===== src/rtl/threshold_cfg_if.sv =====
// rtl/threshold_cfg_if.sv - host write port bundle for the threshold configuration controller
//
// Purpose : valid/ready write channel from the host register block into
//           threshold_cfg_ctrl, plus the illegal-address error pulse.
// Signals : cfg_valid  host -> ctrl  write request
//           cfg_ready  ctrl -> host  write can be accepted (controller idle)
//           cfg_color  host -> ctrl  colour index 0..5
//           cfg_field  host -> ctrl  field index 0..6 (6 = enable bit)
//           cfg_data   host -> ctrl  threshold byte / enable in bit 0
//           cfg_err    ctrl -> host  1-cycle pulse, accepted write was dropped
// Modports: master = host side, slave = controller side.
interface threshold_cfg_if;
    logic       cfg_valid;
    logic       cfg_ready;
    logic [2:0] cfg_color;
    logic [2:0] cfg_field;
    logic [7:0] cfg_data;
    logic       cfg_err;

    modport master (
        output cfg_valid, cfg_color, cfg_field, cfg_data,
        input  cfg_ready, cfg_err
    );

    modport slave (
        input  cfg_valid, cfg_color, cfg_field, cfg_data,
        output cfg_ready, cfg_err
    );
endinterface


===== src/rtl/threshold_cfg_ctrl.sv =====
// rtl/threshold_cfg_ctrl.sv - shadow/active threshold bank with frame-boundary commit
//
// Purpose : holds shadow and active banks of YCbCr thresholds and per-colour
//           enables for the six-colour classifier. Host writes land in the
//           shadow bank; a commit request copies shadow to active on the next
//           vsync edge (or after COMMIT_TIMEOUT cycles if nonzero).
// Params  : VS_POL         active vsync level; the commit point is the edge into it
//           COMMIT_TIMEOUT cycles to wait for vsync once pending; 0 = forever
// Ports   : pixelclk, reset_n (async, active-low), i_vsync
//           cfg            threshold_cfg_if.slave host write channel
//           commit_req     pulse, schedule a shadow->active copy
//           pending        commit scheduled, not yet applied
//           commit_done    pulse on the cycle the active bank updates
//           commit_timeout pulse with commit_done when forced by timeout
//           th_active      active thresholds, byte (color*6+field)*8 +: 8
//           en_active      active per-colour enables
// Option  : THRESH_READBACK_EN adds rd_color/rd_field/rd_data shadow readback
//           with one cycle of latency.
module threshold_cfg_ctrl #(
    parameter bit          VS_POL         = 1'b1,
    parameter logic [23:0] COMMIT_TIMEOUT = 24'd0
) (
    input  logic           pixelclk,
    input  logic           reset_n,
    input  logic           i_vsync,
    threshold_cfg_if.slave cfg,
    input  logic           commit_req,
    output logic           pending,
    output logic           commit_done,
    output logic           commit_timeout,
`ifdef THRESH_READBACK_EN
    input  logic [2:0]     rd_color,
    input  logic [2:0]     rd_field,
    output logic [7:0]     rd_data,
`endif
    output logic [287:0]   th_active,
    output logic [5:0]     en_active
);
    typedef enum logic {
        ST_IDLE    = 1'b0,
        ST_PENDING = 1'b1
    } state_t;

    // Per colour, LSB first: Y_TL, Y_TH, CB_TL, CB_TH, CR_TL, CR_TH.
    localparam logic [287:0] TH_DEFAULT = {
        8'd90,  8'd60,  8'd140, 8'd90,  8'd130, 8'd70,   // yellow
        8'd74,  8'd50,  8'd127, 8'd85,  8'd140, 8'd90,   // orange
        8'd99,  8'd60,  8'd78,  8'd23,  8'd160, 8'd90,   // purple
        8'd120, 8'd0,   8'd250, 8'd160, 8'd120, 8'd0,    // green
        8'd140, 8'd80,  8'd245, 8'd156, 8'd135, 8'd50,   // blue
        8'd240, 8'd160, 8'd155, 8'd100, 8'd150, 8'd40    // red
    };
    localparam logic [5:0] EN_DEFAULT = 6'h3F;

    state_t        state;
    state_t        state_next;
    logic [23:0]   wait_cnt;
    logic [23:0]   wait_cnt_next;
    logic          vs_d;
    logic          vs_edge;
    logic          commit_now;
    logic          commit_by_timeout;
    logic [287:0]  th_shadow;
    logic [5:0]    en_shadow;
    logic          wr_fire;
    logic          wr_legal;
    logic [8:0]    wr_base;

    assign vs_edge       = (i_vsync == VS_POL) && (vs_d != VS_POL);
    assign cfg.cfg_ready = (state == ST_IDLE);
    assign pending       = (state == ST_PENDING);

    // Writes are only accepted while idle, which is what freezes the shadow
    // bank between a commit request and the copy.
    assign wr_fire  = cfg.cfg_valid && cfg.cfg_ready;
    assign wr_legal = (cfg.cfg_color <= 3'd5) && (cfg.cfg_field <= 3'd6);
    assign wr_base  = (9'(cfg.cfg_color) * 9'd6 + 9'(cfg.cfg_field)) << 3;

    always_comb begin
        state_next        = state;
        wait_cnt_next     = wait_cnt;
        commit_now        = 1'b0;
        commit_by_timeout = 1'b0;
        case (state)
            ST_IDLE: begin
                if (commit_req) begin
                    state_next    = ST_PENDING;
                    wait_cnt_next = '0;
                end
            end
            ST_PENDING: begin
                if (wait_cnt != '1) begin
                    wait_cnt_next = wait_cnt + 24'd1;
                end
                // The vsync edge wins over a coincident timeout.
                if (vs_edge) begin
                    commit_now = 1'b1;
                    state_next = ST_IDLE;
                end else if ((COMMIT_TIMEOUT != 24'd0) &&
                             (wait_cnt == COMMIT_TIMEOUT - 24'd1)) begin
                    commit_now        = 1'b1;
                    commit_by_timeout = 1'b1;
                    state_next        = ST_IDLE;
                end
            end
        endcase
    end

    always_ff @(posedge pixelclk or negedge reset_n) begin
        if (!reset_n) begin
            state    <= ST_IDLE;
            wait_cnt <= '0;
            vs_d     <= !VS_POL;
        end else begin
            state    <= state_next;
            wait_cnt <= wait_cnt_next;
            vs_d     <= i_vsync;
        end
    end

    always_ff @(posedge pixelclk or negedge reset_n) begin
        if (!reset_n) begin
            th_shadow <= TH_DEFAULT;
            en_shadow <= EN_DEFAULT;
        end else if (wr_fire && wr_legal) begin
            if (cfg.cfg_field == 3'd6) begin
                en_shadow[cfg.cfg_color] <= cfg.cfg_data[0];
            end else begin
                th_shadow[wr_base +: 8] <= cfg.cfg_data;
            end
        end
    end

    always_ff @(posedge pixelclk or negedge reset_n) begin
        if (!reset_n) begin
            th_active      <= TH_DEFAULT;
            en_active      <= EN_DEFAULT;
            commit_done    <= 1'b0;
            commit_timeout <= 1'b0;
            cfg.cfg_err    <= 1'b0;
        end else begin
            commit_done    <= commit_now;
            commit_timeout <= commit_by_timeout;
            cfg.cfg_err    <= wr_fire && !wr_legal;
            if (commit_now) begin
                th_active <= th_shadow;
                en_active <= en_shadow;
            end
        end
    end

`ifdef THRESH_READBACK_EN
    logic [8:0] rd_base;

    assign rd_base = (9'(rd_color) * 9'd6 + 9'(rd_field)) << 3;

    always_ff @(posedge pixelclk or negedge reset_n) begin
        if (!reset_n) begin
            rd_data <= 8'h00;
        end else if ((rd_color > 3'd5) || (rd_field > 3'd6)) begin
            rd_data <= 8'h00;
        end else if (rd_field == 3'd6) begin
            rd_data <= {7'b0, en_shadow[rd_color]};
        end else begin
            rd_data <= th_shadow[rd_base +: 8];
        end
    end
`endif
endmodule


===== src/flat_wrapper.sv =====
// flat-port wrapper written by rule: the top's interface ports become plain ports
module threshold_cfg_ctrl_flat 
#(
    parameter bit          VS_POL         = 1'b1,
    parameter logic [23:0] COMMIT_TIMEOUT = 24'd0
)
  (pixelclk, reset_n, i_vsync, commit_req, pending, commit_done, commit_timeout, th_active, en_active, cfg_cfg_valid, cfg_cfg_color, cfg_cfg_field, cfg_cfg_data, cfg_cfg_ready, cfg_cfg_err);
  threshold_cfg_if cfg_i ();
  input  logic pixelclk;
  input  logic reset_n;
  input  logic i_vsync;
  input  logic commit_req;
  output logic pending;
  output logic commit_done;
  output logic commit_timeout;
  output logic [287:0] th_active;
  output logic [5:0] en_active;
  input wire logic [$bits(cfg_i.cfg_valid)-1:0] cfg_cfg_valid;
  input wire logic [$bits(cfg_i.cfg_color)-1:0] cfg_cfg_color;
  input wire logic [$bits(cfg_i.cfg_field)-1:0] cfg_cfg_field;
  input wire logic [$bits(cfg_i.cfg_data)-1:0] cfg_cfg_data;
  output wire logic [$bits(cfg_i.cfg_ready)-1:0] cfg_cfg_ready;
  output wire logic [$bits(cfg_i.cfg_err)-1:0] cfg_cfg_err;
  assign cfg_i.cfg_valid = cfg_cfg_valid;
  assign cfg_i.cfg_color = cfg_cfg_color;
  assign cfg_i.cfg_field = cfg_cfg_field;
  assign cfg_i.cfg_data = cfg_cfg_data;
  assign cfg_cfg_ready = cfg_i.cfg_ready;
  assign cfg_cfg_err = cfg_i.cfg_err;
  threshold_cfg_ctrl #(.VS_POL(VS_POL), .COMMIT_TIMEOUT(COMMIT_TIMEOUT)) u_core (.pixelclk(pixelclk), .reset_n(reset_n), .i_vsync(i_vsync), .cfg(cfg_i), .commit_req(commit_req), .pending(pending), .commit_done(commit_done), .commit_timeout(commit_timeout), .th_active(th_active), .en_active(en_active));
endmodule

===== config.mk =====
export PLATFORM = sky130hd
export DESIGN_NAME = threshold_cfg_ctrl_flat
export DESIGN_NICKNAME = d
export VERILOG_FILES = /design/src/rtl/threshold_cfg_if.sv /design/src/rtl/threshold_cfg_ctrl.sv /design/src/flat_wrapper.sv
export SDC_FILE = /design/constraint.sdc
export NUM_CORES = 1
export LEC_CHECK = 0
export ABC_AREA = 1
export BUFFER_PORTS_ARGS = -buffer_cell sky130_fd_sc_hd__buf_2
export CORE_UTILIZATION = 55
export DETAILED_ROUTE_END_ITERATION = 16
export HOLD_SLACK_MARGIN = 0.1
export MAX_ROUTING_LAYER = met4
export PLACE_DENSITY = 0.75
export SLEW_MARGIN = 10
export SYNTH_ARGS = -nofsm -noshare
export SYNTH_HDL_FRONTEND = slang
export SYNTH_SLANG_ARGS = --single-unit

===== constraint.sdc =====
create_clock -name pixelclk -period 2.4 [get_ports pixelclk]
set_input_delay 0.12 -clock pixelclk [delete_from_list [all_inputs] [get_ports pixelclk]]
set_output_delay 0.12 -clock pixelclk [all_outputs]
set_load 0.02 [all_outputs]

# After elaboration in Yosys (flattened, before gate mapping)
# Cells that the tools add are included.
# totals
out_inout_bits,299
register_bits,592
word_cells,39
input_bits,19
# op_classes
n_reduce_logical,9
addsub,2
shifts,2
mux,9
n_eq_ne,1
multipliers,1
magnitude_cmp,4
bitwise_logic,3
# op_table
op,n
288-bit bitwise mux,1
8-bit by 11-bit variable shift with 288-bit output (first input constant),1
8-bit by 11-bit variable part select with 288-bit output,1
9-bit negator with 11-bit output,1
6-bit by 3-bit adder with 6-bit output,1
6-bit bitwise mux,1
3-bit <= comparator (second input constant),2
1-bit logical AND,6
3-bit by 2-bit multiplier with 5-bit output (second input constant),1
1-bit 2-to-1 mux,5
3-bit by 4-bit < comparator with 1-bit output (second input constant),1
2-bit AND reduction,2
1-bit demux with 3-bit select,1
3-bit == test (second input constant),1
3-bit by 1-bit >= comparator with 1-bit output (second input constant),1
1-bit inverter,3
1-bit case mux with 2 select lines,1
1-bit zero test,1

# Logic depth before layout (Yosys ltp)
# Gate-level depths: netlist of run 1.
# logic_depth
depth_word,5
mapped_depth,19
mapped_depth_nobuf,18

# Worst setup path after synthesis of run 1
# Ideal clock, no wire load.
# synth_timing
path_kind,input -> register
start,input port cfg_cfg_color[1]
end,register u_core.th_shadow[186]
required_time_ns,2.274
n_path_buf,1
path_slack_ns,-0.101
path_stages,15
setup_time_ns,0.126
arrival_time_ns,2.375
path_cell_list,inv_1 ha_1 fa_1 nand2_1 inv_1 nor2_1 inv_2 nand2_2 nor2_2 nand2_1 nor2_4 nand2_1 nor2_2 buf_2 o21ai_0
# synth_between
elab_chain_len,5
elab_cells_between_ends,10
cone_classes,add/sub (2); mul (1); order compare (1); shift (2); mux (1); reduce/logical (3)
# synth_lines
item,line,source
"start, declared",flat_wrapper.sv:19,input wire logic [$bits(cfg_i.cfg_color)-1:0] cfg_cfg_color;
3-bit by 2-bit multiplier with 5-bit output,threshold_cfg_ctrl.sv:77,assign wr_base = (9'(cfg.cfg_color) * 9'd6 + 9'(cfg.cfg_field)) << 3;
6-bit by 3-bit adder with 6-bit output,threshold_cfg_ctrl.sv:77,
9-bit negator with 11-bit output,threshold_cfg_ctrl.sv:129,th_shadow[wr_base +: 8] <= cfg.cfg_data;
8-bit by 11-bit variable part select with 288-bit output or 8-bit by 11-bit variable shift with 288-bit output (tied branches),threshold_cfg_ctrl.sv:129,
288-bit bitwise mux,threshold_cfg_ctrl.sv:129,
"end signal, assigned by index",threshold_cfg_ctrl.sv:129,
"end, declared",threshold_cfg_ctrl.sv:63,logic [287:0] th_shadow;
# Parallel ways exist; a longest one is shown, timed or not.
# A chain may end at the register's enable or synchronous reset.

# Final worst setup path of run 1
# layout_timing
start,register u_core.state (netlist: u_core.pending)
end,register u_core.th_shadow[136]
# layout_between
elab_chain_len,4
# layout_lines
item,line,source
"start, declared",threshold_cfg_ctrl.sv:55,state_t state;
"start signal, assigned",threshold_cfg_ctrl.sv:115,state <= state_next;
1-bit inverter,threshold_cfg_ctrl.sv:70,assign cfg.cfg_ready = (state == ST_IDLE);
1-bit logical AND,threshold_cfg_ctrl.sv:75,assign wr_fire = cfg.cfg_valid && cfg.cfg_ready;
1-bit logical AND,threshold_cfg_ctrl.sv:125,end else if (wr_fire && wr_legal) begin
2-bit AND reduction (no source line),--,
# No other way between the ends.

==> impl_metrics.json, run 1 <==
{
  "tightest_slew_ns": 0.802,
  "floorplan.die.height_um": 209,
  "power.density_nw_per_um2": 858,
  "die_w_um": 209,
  "grt.total_usage_pct": 30.9,
  "layout_common_cells": "nand2_1, dfrtp_1, buf_2",
  "finalPower_uw": 25000,
  "slew_headroom_pct": 46.4,
  "dieArea_sq_um": 43800,
  "syn_nets": 2648,
  "finalHoldViolCount": 0,
  "hold_depth": 2,
  "place.detailed.hpwl_mm": 43.5,
  "cts_setup_buffers": 0,
  "min_path_type": "primary input to flip-flop",
  "clock_latency_ns": 0.62,
  "power_leakage_uw": 0.0155,
  "slew_violations": 0,
  "routed_wl_mm": 64.4,
  "avgSynthCellArea_sq_um": 9.03,
  "area_growth_pct": 23.2,
  "overflow": 0,
  "cts_sinks": 592,
  "nFillCells": 3261,
  "path_class": "flip-flop to flip-flop",
  "initial_utilization_pct": 56.1,
  "port_buffers": 316,
  "cp_max_fo": 31,
  "drtIter0Drc": 1655,
  "htreeDepth": 2,
  "final_cells": 3613,
  "drtAntennaViolNets": 0,
  "synth_warnings": 0,
  "detail_route.first_pass.iterations": 5,
  "critical_path_arrival_ns": 2.71,
  "path_clk_slew_ns": 0.06,
  "max_freq_mhz": 453,
  "status": "completed",
  "setup_viol": 0,
  "rsz0062_at_grt": "no",
  "via_per_inst": 5.30,
  "drive_gt1_share_pct": 28.5,
  "cts-buffers-inserted": 57,
  "io_pins": 318,
  "grt_max_degree": 127,
  "root_buffer": "clkbuf_16",
  "reg2reg_depth": 11,
  "yosys_register_bits": 592,
  "irDropWorstVdd_mv": 0.601,
  "vias": 19100,
  "synth.distinct_cells": 32,
  "critPathCaptureType": "flip-flop",
  "grt_pass1_vias": 18800,
  "fin_crit_ns": 2.21,
  "maxCapViolations": 0,
  "clock_skew_ns": 0.00862,
  "layout_commonest_cell": "nand2_1",
  "postSynthCellCount": 2618,
  "nets": 3054,
  "row_count": 75,
  "gp_congestion": 0.896,
  "required_ns": 2.90,
  "fin_crit_sh_pct": 92.0,
  "antenna_found_initial": 1,
  "wl_per_cell_um": 17.8,
  "syn_area_sq_um": 23600,
  "core-area_sq_um": 42100,
  "tritoncts": "yes",
  "ys_seq_area_share_pct": 64.0,
  "drc": 0,
  "place_inst": 3488,
  "final_core_util_pct": 69.1,
  "clock_path_buffers": 3,
  "cp-start-kind": "flip-flop",
  "hold_slack_ns": 0.152,
  "grt_pass1_wl_mm": 102
}
Yosys cell counts, drive strengths merged:
cell    instances  area share [%]
a21oi           3           0.063
ha              9            0.48
clkbuf         96             1.5
nand2        1358              22
nor2           73             1.7
clkinv          1           0.016
inv            89             1.4
nor3           21            0.51
a21boi          1           0.032
nand3         131             2.8
dfrtp         332              35
fa              2            0.17
o21ai         198             4.2
buf            34            0.78
or2             2           0.053
nand4           7            0.19
conb            1           0.016
dfstp         260              29
through the flow:
stage	area (sq um)	setup TNS (ns)	worst slack, ns
floorplan	23700	-0.0238	-0.00321
global placement	26900	-50.98	-0.283
detailed placement	26900	-57.62	-0.317
CTS	29100	0	0.216
global route	29100	0	0.00495
finish	29100	0	0.192
where the power goes:
group	switching, uW	internal, uW
Combinational	2480	1180
Clock	3880	5680
Sequential	565	11200
Total	6920	18100
kinds of logic (layout without fill, tap and decap cells):
family	Yosys count	in the layout	share of synthesized area, %
AOI/OAI and AO/OA	202	202	4.29
adders and majority gates	11	11	0.646
buffers and inverters	220	675	3.75
DFF	592	592	64.0
other	1	2	0.0159
and+or+nand+nor	1592	1592	27.3
metal layers:
layer	wire length (um)	track usage [%]	vias to the layer above
met5	0	-	-
met4	2020	10.3	0
met3	5120	7.38	130
met2	30400	48.1	650
met1	26900	40.1	9375
li1	-	-	8980
state kept, by name (all words and copies together) (netlist names):
name / count
u_core.en_shadow: 6
u_core.th_active: 288
u_core.en_active: 6
u_core.th_shadow: 288
u_core.vs_d: 1
u_core.pending: 1
u_core.cfg.cfg_err: 1
u_core.commit_done: 1
final cells by class:
| class | instances | area (sq um) | area share, % |
|---|---|---|---|
| Antenna cell | 1 | 2.50 | 0.00859 |
| Clock buffer | 81 | 1620 | 5.55 |
| Clock inverter | 27 | 392 | 1.34 |
| Inverter | 90 | 353 | 1.21 |
| Multi-Input combinational cell | 1806 | 7670 | 26.3 |
| Sequential cell | 592 | 15100 | 52.0 |
| Tap cell | 539 | 674 | 2.31 |
| Timing Repair Buffer | 477 | 3290 | 11.3 |
final timing paths:
check	slack (ns)	to	startpoint
setup / recovery	0.19	u_core.th_shadow[136]$_DFFE_PN0P_	u_core.pending$_DFF_PN0_
hold / removal	0.15	u_core.vs_d$_DFF_PN0_	i_vsync
setup reg to reg	0.19	u_core.th_shadow[136]$_DFFE_PN0P_	u_core.pending$_DFF_PN0_
hold reg to reg	0.46	u_core.th_active[266]$_DFFE_PN1P_	u_core.th_active[266]$_DFFE_PN1P_
max in group asynchronous	1.44	u_core.th_active[198]$_DFFE_PN1P_	reset_n
min in group asynchronous	0.32	u_core.th_active[46]$_DFFE_PN1P_	reset_n
critical path, stage by stage, from the launching register on:
cell and delay [ns]:
dfrtp_1 0.43, nor2_1 0.15, buf_4 0.16, nand3_1 0.11, nor2_2 0.22, buf_4 0.19, nand2_1 0.08, nor2_4 0.26
buf_12 0.24, nand2_4 0.10, nand2_1 0.07, nand2_1 0.06
what timing repair did:
item	CTS	global route
hold endpoints to repair	515	0
gates resized for setup	0	1
hold buffers	16	0
endpoints found under the setup margin	0	17
Note: power is estimated with default switching activity, not from simulation.
==> run 2: changes to the inputs <==
--- a/config.mk
+++ b/config.mk
@@ -7,10 +7,10 @@
 export LEC_CHECK = 0
 export ABC_AREA = 1
 export BUFFER_PORTS_ARGS = -buffer_cell sky130_fd_sc_hd__buf_2
+export CORE_ASPECT_RATIO = 1.5
 export CORE_UTILIZATION = 55
 export DETAILED_ROUTE_END_ITERATION = 16
 export HOLD_SLACK_MARGIN = 0.1
-export MAX_ROUTING_LAYER = met4
 export PLACE_DENSITY = 0.75
 export SLEW_MARGIN = 10
 export SYNTH_ARGS = -nofsm -noshare
==> impl_metrics.json, run 2 (synthesized netlist as in run 1, its figures left out) <==
{
  "rsz0062_at_grt": "no",
  "via_per_inst": 5.27,
  "clock_latency_ns": 0.59,
  "cp_max_fo": 16,
  "fin_tns_setup_ns": 0,
  "row_count": 92,
  "finalHoldViolCount": 0,
  "drive_gt1_share_pct": 28.2,
  "grt_pass1_vias": 19300,
  "cts_setup_buffers": 0,
  "power.density_nw_per_um2": 825,
  "floorplan.die.height_um": 256,
  "drc": 0,
  "detail_route.first_pass.iterations": 6,
  "finalPower_uw": 23900,
  "seq_area_sq_um": 15100,
  "place_inst": 3515,
  "cp-start-kind": "primary input",
  "antenna_found_initial": 1,
  "cts-buffers-inserted": 52,
  "drtAntennaViolNets": 0,
  "setup_viol": 0,
  "grt_pass1_wl_mm": 103,
  "final_cells": 3631,
  "routed_wl_mm": 65.1,
  "vias": 19100,
  "nFillCells": 3220,
  "top_regs": "u_core.th_active x288, u_core.th_shadow x288",
  "htreeDepth": 2,
  "multi_input_area_sq_um": 7670,
  "clock_path_buffers": 3,
  "maxCapViolations": 0,
  "irDropWorstVdd_mv": 0.553,
  "root_buffer": "clkbuf_16",
  "slew_violations": 0,
  "fin_crit_sh_pct": 92.5,
  "grt.total_usage_pct": 30.4,
  "overflow": 0,
  "gp_congestion": 0.920,
  "layout_common_cells": "nand2_1, dfrtp_1, buf_2",
  "core-area_sq_um": 42200,
  "slew_headroom_pct": 32.1,
  "power_leakage_uw": 0.0154,
  "r2r_slack_ns": 0.31,
  "max_freq_mhz": 451,
  "cts_sinks": 592,
  "path_class": "primary input to flip-flop",
  "die_w_um": 171,
  "port_buffers": 316,
  "required_ns": 2.86,
  "io_pins": 318,
  "dieArea_sq_um": 43800,
  "initial_utilization_pct": 56.0,
  "drtIter0Drc": 1804,
  "tritoncts": "yes",
  "reg2reg_depth": 12,
  "layout_commonest_cell": "nand2_1",
  "place.detailed.hpwl_mm": 44.6,
  "wl_per_cell_um": 17.9,
  "path_clk_slew_ns": 0.07,
  "nets": 3052,
  "tightest_slew_ns": 1.02,
  "min_path_type": "primary input to flip-flop",
  "grt_max_degree": 121,
  "fin_crit_ns": 2.22,
  "status": "completed",
  "clock_skew_ns": 0.0107,
  "critPathCaptureType": "flip-flop",
  "critical_path_arrival_ns": 2.68,
  "area_growth_pct": 22.4,
  "hold_slack_ns": 0.129,
  "hold_depth": 5
}
-- run 2: cell types whose count changed in the layout (fill, tap and decap cells not counted), sizes merged --
cell,previous run,this run
inv,93,89
bufinv,9,2
dlygate4sd3,15,17
clkbuf,81,82
buf,462,463
-- run 2: timing repair --
item                       in CTS  in global routing
hold buffers                   17                  0
hold endpoints to repair      360                  0
gates resized for setup         0                  2
setup endpoints to repair       0                  8
-- run 2: path summary, 6_finish.rpt --
| path | endpoint | startpoint |
|---|---|---|
| worst max-delay path | u_core.th_shadow[172]$_DFFE_PN0P_ | cfg_cfg_color[0] |
| worst min-delay path | u_core.en_shadow[5]$_DFFE_PN1P_ | cfg_cfg_color[0] |
| worst max register to register | u_core.th_shadow[189]$_DFFE_PN1P_ | u_core.pending$_DFF_PN0_ |
| worst min register to register | u_core.th_active[225]$_DFFE_PN1P_ | u_core.th_active[225]$_DFFE_PN1P_ |
| max in group asynchronous | u_core.th_active[65]$_DFFE_PN0P_ | reset_n |
| min in group asynchronous | u_core.th_shadow[5]$_DFFE_PN1P_ | reset_n |
-- run 2: where the power goes --
part           switching (uW)  internal [uW]
clock                    3650           4760
sequential                569          11200
combinational            2490           1190
total                    6710          17200
-- run 2: per-layer routing --
| layer | share of wire [%] | vias to the layer above | wire, um | track usage, % |
|---|---|---|---|---|
| met1 | 39 | 9278 | 25600 | 38.4 |
| met2 | 50 | 724 | 32600 | 51.8 |
| met5 | 0 | - | 0 | 0 |
| met3 | 5.9 | 161 | 3840 | 4.04 |
| met4 | 4.7 | 0 | 3060 | 14.0 |
| li1 | - | 8956 | - | - |
-- run 2: stage by stage --
step	setup slack [ns]	cell area [sq um]	utilization (%)
finish	0.181	28900	68.5
global route	0.0140	28900	68.5
CTS	0.144	28900	68.5
detailed placement	-0.467	27000	64.0
global placement	-0.356	27000	64.0
floorplan	-0.00321	23700	-
-- run 2: area by class of cell --
| class | instances | area share (%) |
|---|---|---|
| multi-input combinational | 1806 | 26.5 |
| sequential | 592 | 52.3 |
| antenna | 1 | 0.00865 |
| inverter | 90 | 1.22 |
| timing repair buffer | 480 | 11.5 |
| tap | 564 | 2.44 |
| clock buffer | 82 | 5.48 |
| clock inverter | 16 | 0.510 |
-- run 2: critical path, stage by stage --
cell,delay [ns]
buf_2,0.14
ha_2,0.20
fa_1,0.59
or2_1,0.19
nand2_2,0.09
nor2_4,0.22
nand2_2,0.09
nand2_2,0.10
nand2_4,0.09
nor2_8,0.12
buf_4,0.15
nand3_1,0.12
buf_4,0.21
o21ai_0,0.17
inv_1,0.07
